==> src/rtl/sys_timer_if.sv <==
// Bus port of the machine timer: per-device request signals in, read data and responses out.
interface sys_timer_if;
   logic [31:0] rw_address_i;
   logic [31:0] read_data_o;
   logic        read_request_i;
   logic        read_response_o;
   logic [31:0] write_data_i;
   logic [3:0]  write_strobe_i;
   logic        write_request_i;
   logic        write_response_o;
   logic        irq_o;

   // Bus side drives requests, samples responses
   modport master (
      output rw_address_i, read_request_i, write_data_i, write_strobe_i, write_request_i,
      input  read_data_o, read_response_o, write_response_o, irq_o
   );

   // Timer side
   modport slave (
      input  rw_address_i, read_request_i, write_data_i, write_strobe_i, write_request_i,
      output read_data_o, read_response_o, write_response_o, irq_o
   );
endinterface

==> src/rtl/sys_timer.sv <==
// 64-bit memory-mapped machine timer with prescaler and level interrupt.
module sys_timer #(
   parameter int unsigned PRESCALE = 1
) (
   input logic       clock_i,
   input logic       reset_i,
   sys_timer_if.slave bus
);

   localparam logic [2:0] ADDR_CTRL     = 3'd0;
   localparam logic [2:0] ADDR_MTIME_LO = 3'd1;
   localparam logic [2:0] ADDR_MTIME_HI = 3'd2;
   localparam logic [2:0] ADDR_CMP_LO   = 3'd3;
   localparam logic [2:0] ADDR_CMP_HI   = 3'd4;

   localparam logic [15:0] PRESCALE_MAX = 16'(PRESCALE - 1);

   logic        en_q, en_d;
   logic [15:0] cnt_q, cnt_d;
   logic [63:0] mtime_q, mtime_d;
   logic [63:0] mtimecmp_q, mtimecmp_d;
   logic [31:0] rdata_q, rdata_d;
   logic        rresp_q, wresp_q, irq_q;

   logic [2:0]  sel;
   logic [31:0] wmask;
   logic [31:0] rd_val;
   logic        tick;
   logic        unused_addr;

   assign sel         = bus.rw_address_i[4:2];
   assign unused_addr = ^{bus.rw_address_i[31:5], bus.rw_address_i[1:0]};
   assign wmask       = {{8{bus.write_strobe_i[3]}}, {8{bus.write_strobe_i[2]}},
                         {8{bus.write_strobe_i[1]}}, {8{bus.write_strobe_i[0]}}};
   assign tick        = en_q && (cnt_q == PRESCALE_MAX);

   // Byte-lane merge of write data over an existing 32-bit word
   function automatic logic [31:0] merge(input logic [31:0] old_val, input logic [31:0] new_val,
                                         input logic [31:0] mask);
      return (old_val & ~mask) | (new_val & mask);
   endfunction

   // Register read mux, reflecting the value before this edge's updates
   always_comb begin
      rd_val = 32'd0;
      case (sel)
         ADDR_CTRL:     rd_val = {31'd0, en_q};
         ADDR_MTIME_LO: rd_val = mtime_q[31:0];
         ADDR_MTIME_HI: rd_val = mtime_q[63:32];
         ADDR_CMP_LO:   rd_val = mtimecmp_q[31:0];
         ADDR_CMP_HI:   rd_val = mtimecmp_q[63:32];
         default:       rd_val = 32'd0;
      endcase
   end

   // Next-state: prescaler, increment, then software writes override
   always_comb begin
      en_d       = en_q;
      cnt_d      = cnt_q;
      mtime_d    = mtime_q;
      mtimecmp_d = mtimecmp_q;

      if (en_q) begin
         cnt_d = tick ? 16'd0 : cnt_q + 16'd1;
         if (tick) mtime_d = mtime_q + 64'd1;
      end

      if (bus.write_request_i) begin
         case (sel)
            ADDR_CTRL: begin
               if (bus.write_strobe_i[0]) en_d = bus.write_data_i[0];
               cnt_d = 16'd0;
            end
            // A write to either half replaces the whole value, dropping any increment
            ADDR_MTIME_LO: mtime_d = {mtime_q[63:32],
                                      merge(mtime_q[31:0], bus.write_data_i, wmask)};
            ADDR_MTIME_HI: mtime_d = {merge(mtime_q[63:32], bus.write_data_i, wmask),
                                      mtime_q[31:0]};
            ADDR_CMP_LO:   mtimecmp_d = {mtimecmp_q[63:32],
                                         merge(mtimecmp_q[31:0], bus.write_data_i, wmask)};
            ADDR_CMP_HI:   mtimecmp_d = {merge(mtimecmp_q[63:32], bus.write_data_i, wmask),
                                         mtimecmp_q[31:0]};
            default: ;
         endcase
      end

      rdata_d = bus.read_request_i ? rd_val : 32'd0;
   end

   // State and registered responses, synchronous active-low reset
   always_ff @(posedge clock_i) begin
      if (!reset_i) begin
         en_q       <= 1'b0;
         cnt_q      <= 16'd0;
         mtime_q    <= 64'd0;
         mtimecmp_q <= 64'hFFFF_FFFF_FFFF_FFFF;
         rdata_q    <= 32'd0;
         rresp_q    <= 1'b0;
         wresp_q    <= 1'b0;
         irq_q      <= 1'b0;
      end else begin
         en_q       <= en_d;
         cnt_q      <= cnt_d;
         mtime_q    <= mtime_d;
         mtimecmp_q <= mtimecmp_d;
         rdata_q    <= rdata_d;
         rresp_q    <= bus.read_request_i;
         wresp_q    <= bus.write_request_i;
         // Compare of the held register values, so irq lags mtime/mtimecmp by a cycle
         irq_q      <= en_q && (mtime_q >= mtimecmp_q);
      end
   end

   assign bus.read_data_o      = rdata_q;
   assign bus.read_response_o  = rresp_q;
   assign bus.write_response_o = wresp_q;
   assign bus.irq_o            = irq_q;

endmodule

==> src/flat_wrapper.sv <==
// flat-port wrapper written by rule: the top's interface ports become plain ports
module sys_timer_flat 
#(
   parameter int unsigned PRESCALE = 1
)
  (clock_i, reset_i, bus_rw_address_i, bus_read_request_i, bus_write_data_i, bus_write_strobe_i, bus_write_request_i, bus_read_data_o, bus_read_response_o, bus_write_response_o, bus_irq_o);
  sys_timer_if bus_i ();
  input logic clock_i;
  input logic reset_i;
  input wire logic [$bits(bus_i.rw_address_i)-1:0] bus_rw_address_i;
  input wire logic [$bits(bus_i.read_request_i)-1:0] bus_read_request_i;
  input wire logic [$bits(bus_i.write_data_i)-1:0] bus_write_data_i;
  input wire logic [$bits(bus_i.write_strobe_i)-1:0] bus_write_strobe_i;
  input wire logic [$bits(bus_i.write_request_i)-1:0] bus_write_request_i;
  output wire logic [$bits(bus_i.read_data_o)-1:0] bus_read_data_o;
  output wire logic [$bits(bus_i.read_response_o)-1:0] bus_read_response_o;
  output wire logic [$bits(bus_i.write_response_o)-1:0] bus_write_response_o;
  output wire logic [$bits(bus_i.irq_o)-1:0] bus_irq_o;
  assign bus_i.rw_address_i = bus_rw_address_i;
  assign bus_i.read_request_i = bus_read_request_i;
  assign bus_i.write_data_i = bus_write_data_i;
  assign bus_i.write_strobe_i = bus_write_strobe_i;
  assign bus_i.write_request_i = bus_write_request_i;
  assign bus_read_data_o = bus_i.read_data_o;
  assign bus_read_response_o = bus_i.read_response_o;
  assign bus_write_response_o = bus_i.write_response_o;
  assign bus_irq_o = bus_i.irq_o;
  sys_timer #(.PRESCALE(PRESCALE)) u_core (.clock_i(clock_i), .reset_i(reset_i), .bus(bus_i));
endmodule
==> config.mk <==
export PLATFORM = sky130hd
export DESIGN_NAME = sys_timer_flat
export DESIGN_NICKNAME = d
export VERILOG_FILES = /design/src/rtl/sys_timer_if.sv /design/src/rtl/sys_timer.sv /design/src/flat_wrapper.sv
export SDC_FILE = /design/constraint.sdc
export NUM_CORES = 1
export LEC_CHECK = 0
export CELL_PAD_IN_SITES_DETAIL_PLACEMENT = 1
export CELL_PAD_IN_SITES_GLOBAL_PLACEMENT = 1
export CORE_MARGIN = 1
export CORE_UTILIZATION = 43
export DETAILED_ROUTE_END_ITERATION = 10
export GPL_TIMING_DRIVEN = 0
export PLACE_DENSITY_LB_ADDON = 0.1
export SYNTH_ARGS = -nofsm -noshare
export SYNTH_HDL_FRONTEND = slang
export SYNTH_SLANG_ARGS = --single-unit
==> constraint.sdc <==
create_clock -name clock_i -period 2.6 [get_ports clock_i]
set_input_delay 0.26 -clock clock_i [delete_from_list [all_inputs] [get_ports clock_i]]
set_output_delay 0.26 -clock clock_i [all_outputs]
set_load 0.02 [all_outputs]
==> metrics list <==
- Outcome: complete, no violations
* Vertical die dimension: 158 um
- Final Hold Vio Count: 0
* Slew Limit Headroom: 19.9%
- The initial antenna violation count was 0.
* Final layout net count: 1525
- After layout, the design draws a total of 6.36 mW.
* Cell type with the highest aggregate area in the netlist: sky130_fd_sc_hd__dfxtp_1
* VDD IR-drop max: 0.425 mV
- Hold timing on the final database bottoms out at a slack of 351 ps.
- In this run, distinct cell masters in the synthesized netlist total 69.
* Iter 0 DRT Violations: 1156
- After detailed routing, the total wire length is 43300 um.
* Critical Path Start Type: flip-flop
- Psw: 1.79 mW
- Leakage: 5.01 nW
- Pin count of the biggest net entering global routing: 17
- Final critical path time including I/O delays and setup: 2600 ps
- Req. time, crit path: 2960 ps
- Clock edge transition at the registers on the reported setup and hold paths: 80 ps
* Element type at the critical path end: flip-flop
- Nets in the synthesized netlist: 1424
* DIE AREA: 25000 sq um
- Transition time of the tightest slew-check pin: 1200 ps
- Hpwl dp: 30700 um
* Utilization after layout: 52.9%
- Num rows: 56
- Proportion of power drawn by combinational gates: 10.3%
* Most instantiated flip-flop cell in the synthesis netlist: sky130_fd_sc_hd__dfxtp_1
- Flop pwr share: 45.7%
* Placed Instances: 1678
- Grt total ovfl: 0
- The Yosys step of the flow raised 0 warnings.
- Setup TNS: 0 ps
* TritonCTS clock tree: yes
* Synth async-reset ratio: 0%
* Number of slew-limit violations in the final report: 0
* I/O pin total: 107
- In this run the deepest clock path goes through 2 buffers.
- Final setup skew: 14.9 ps
- Proportion of total power due to net switching: 28.2%
- Total setup violations reported at the end of the flow: 0
* Final routed wire length divided by cell count: 25.2 um
- Synth-to-Final Area Change: 19.7%
* Top cells by area, synth: sky130_fd_sc_hd__dfxtp_1 34%, sky130_fd_sc_hd__ha_1 8.0%, sky130_fd_sc_hd__a22oi_1 5.2%
* Number of H-tree branching levels: 4
- The first global-routing pass estimated 65100 um of wire.
- Counting the fill cells in the layout gives 2892.
* Area of the mapped netlist: 10500 sq um
- Most numerous cell in the Yosys netlist: sky130_fd_sc_hd__dfxtp_1
- Power Dens Cells: 508 nW/um^2
- Internal power summed over all cells: 4.57 mW
- The first TritonRoute pass finished after 8 iterations.
- Leaving out filler cells and counting taps, the final layout contains 1716.
* Remaining number of nets flagged by the antenna check after routing: 0
- Along the worst path, the maximum fanout reaches 4.
* Arrival time of the worst setup path: 2960 ps
- Hold path depth: 3
* Total core area: 23700 sq um
- Synth top area share: 34.4%
- Detailed-route vias per instance: 6.51
- Remaining DRCs: 0
- Effective utilization at floorplan: 44.2%
- The critical path in this run is classified as reg -> reg.
- For this run, the top clock speed supported by timing is 385 MHz.
- Cells with a size suffix above 1 make up 8.38% of the layout.
- Class of the most critical hold timing path: in -> reg
- Sequential fraction of the synthesis area: 34.4%
- Library cell used as clock root buffer: sky130_fd_sc_hd__clkbuf_16
* Number of clock sinks: 180
* Total routing usage reported by global routing: 35.2%
- Weighted congestion at the end of routability-driven global placement: 0.934
- Synth Register Bits: 180
* Clock network power share: 44.0%
- The worst register-to-register path has a depth of 7.
* Leading cell types by count after synthesis: 180 x sky130_fd_sc_hd__dfxtp_1, 144 x sky130_fd_sc_hd__nand2_1, 93 x sky130_fd_sc_hd__a21oi_1
- Synthesized instance count: 1285
- Total number of vias: 11.2k
- TritonCTS Buffers: 17
- Port buffer count: 74
- Ant. Diodes: 0
- In this run the horizontal extent of the chip is 158 um.
- The final critical path takes up 99.9% of the cycle.
* EDFF count, synth: 0
- The number of global-route vias before repair is 11.0k.
- The tool flagged a number of max-cap violations equal to 0.
- A synthesized cell averages 8.15 sq um.
- Clock latency on the worst-skew pair, taken at its later pin, is 450 ps.
-- path summary, 6_finish.rpt --
path | startpoint | to | slack, ps
worst max-delay path | u_core.mtimecmp_q[61] | u_core.bus.irq_o | 2
worst max register to register | u_core.mtimecmp_q[61] | u_core.bus.irq_o | 2
worst min register to register | u_core.mtimecmp_q[57] | u_core.mtimecmp_q[57] | 510
worst min-delay path | bus_write_strobe_i[1] | u_core.mtime_q[8] | 350
-- registers in the layout, summed over array words and instances (netlist names) --
name,count
u_core.mtimecmp_q,64
u_core.bus.write_response_o,1
u_core.bus.irq_o,1
u_core.en_q,1
u_core.cnt_q,16
u_core.bus.read_data_o,32
u_core.bus.read_response_o,1
u_core.mtime_q,64
-- cells in the final DEF (no fill, tap or decap), types with 10 or more instances in the layout --
cell,count
sky130_fd_sc_hd__clkbuf_1,58
sky130_fd_sc_hd__a21oi_1,92
sky130_fd_sc_hd__clkbuf_2,12
sky130_fd_sc_hd__clkbuf_16,17
sky130_fd_sc_hd__nand4_1,29
sky130_fd_sc_hd__and3_1,20
sky130_fd_sc_hd__nor2_1,63
sky130_fd_sc_hd__xnor2_1,22
sky130_fd_sc_hd__o21ai_0,52
sky130_fd_sc_hd__dfxtp_1,179
sky130_fd_sc_hd__nor4_1,15
sky130_fd_sc_hd__a211oi_1,14
sky130_fd_sc_hd__xor2_1,15
sky130_fd_sc_hd__ha_1,67
sky130_fd_sc_hd__a22oi_1,72
sky130_fd_sc_hd__nand3_1,47
sky130_fd_sc_hd__nor3_1,28
sky130_fd_sc_hd__o22ai_1,17
sky130_fd_sc_hd__buf_4,10
sky130_fd_sc_hd__nand2_1,144
sky130_fd_sc_hd__and2_1,10
sky130_fd_sc_hd__o221ai_1,16
sky130_fd_sc_hd__nor4_2,10
sky130_fd_sc_hd__nor4_4,10
sky130_fd_sc_hd__inv_1,88
sky130_fd_sc_hd__clkdlybuf4s50_1,73
sky130_fd_sc_hd__o211ai_1,60
sky130_fd_sc_hd__mux2i_1,15
-- layer usage --
metal / track usage (%) / vias up / routed length [um]
li1: - / 4963 / -
met1: 44.9 / 5515 / 18200
met2: 57.1 / 569 / 19600
met3: 7.72 / 129 / 3590
met4: 15.1 / 0 / 1860
met5: 0 / - / 0
-- power groups by stage --
stage | Clock, mW | Sequential (mW) | Combinational [mW]
floorplan | 0 | 2.96 | 0.312
global placement | 0 | 2.97 | 0.609
detailed placement | 0 | 2.97 | 0.623
CTS | 2.81 | 2.91 | 0.633
global route | 2.89 | 2.92 | 0.692
finish | 2.80 | 2.91 | 0.654
-- logic make-up after synthesis --
family                   share of synthesized area [%]
AND/OR/NAND/NOR                                   22.4
AO/OA/AOI/OAI                                     24.3
flip-flops                                        34.4
buffers and inverters                             6.33
adder cells (fa/ha/maj)                           8.01
XOR/XNOR                                          3.09
multiplexers                                      1.54
-- through the flow --
stage                     instance area (sq um)  worst slack, ps
after floorplan                           10500              427
after global placement                    11600            -1160
after detailed placement                  11600            -1210
after CTS                                 12400            -21.2
after global routing                      12500            -2.49
final                                     12500             1.89
-- final cells by class --
type                       instances  area [sq um]  share of cell area [%]
clock buffer                      17           425                    3.39
clock inverter                    13           171                    1.37
multi-input combinational        933          6420                    51.2
inverter                          88           330                    2.63
timing repair buffer              84           827                    6.60
tap                              319           399                    3.18
sequential                       180          3600                    28.8
buffer                            82           357                    2.84
-- timing repair --
item | in CTS | in global routing
buffers inserted | 9 | 1
gates resized for setup | 29 | 37
pin swaps | 4 | 2
hold buffers | 0 | 0
setup endpoints to repair | 77 | 72
-- critical path, stage by stage, from the launching register on --
cell	delay [ps]
sky130_fd_sc_hd__dfxtp_1	350
sky130_fd_sc_hd__inv_1	80
sky130_fd_sc_hd__ha_1	330
sky130_fd_sc_hd__nand4_1	270
sky130_fd_sc_hd__or4_1	720
sky130_fd_sc_hd__nor4_2	410
sky130_fd_sc_hd__o311ai_0	200
sky130_fd_sc_hd__o21ai_0	150
Power figures use the tool's default switching activity.
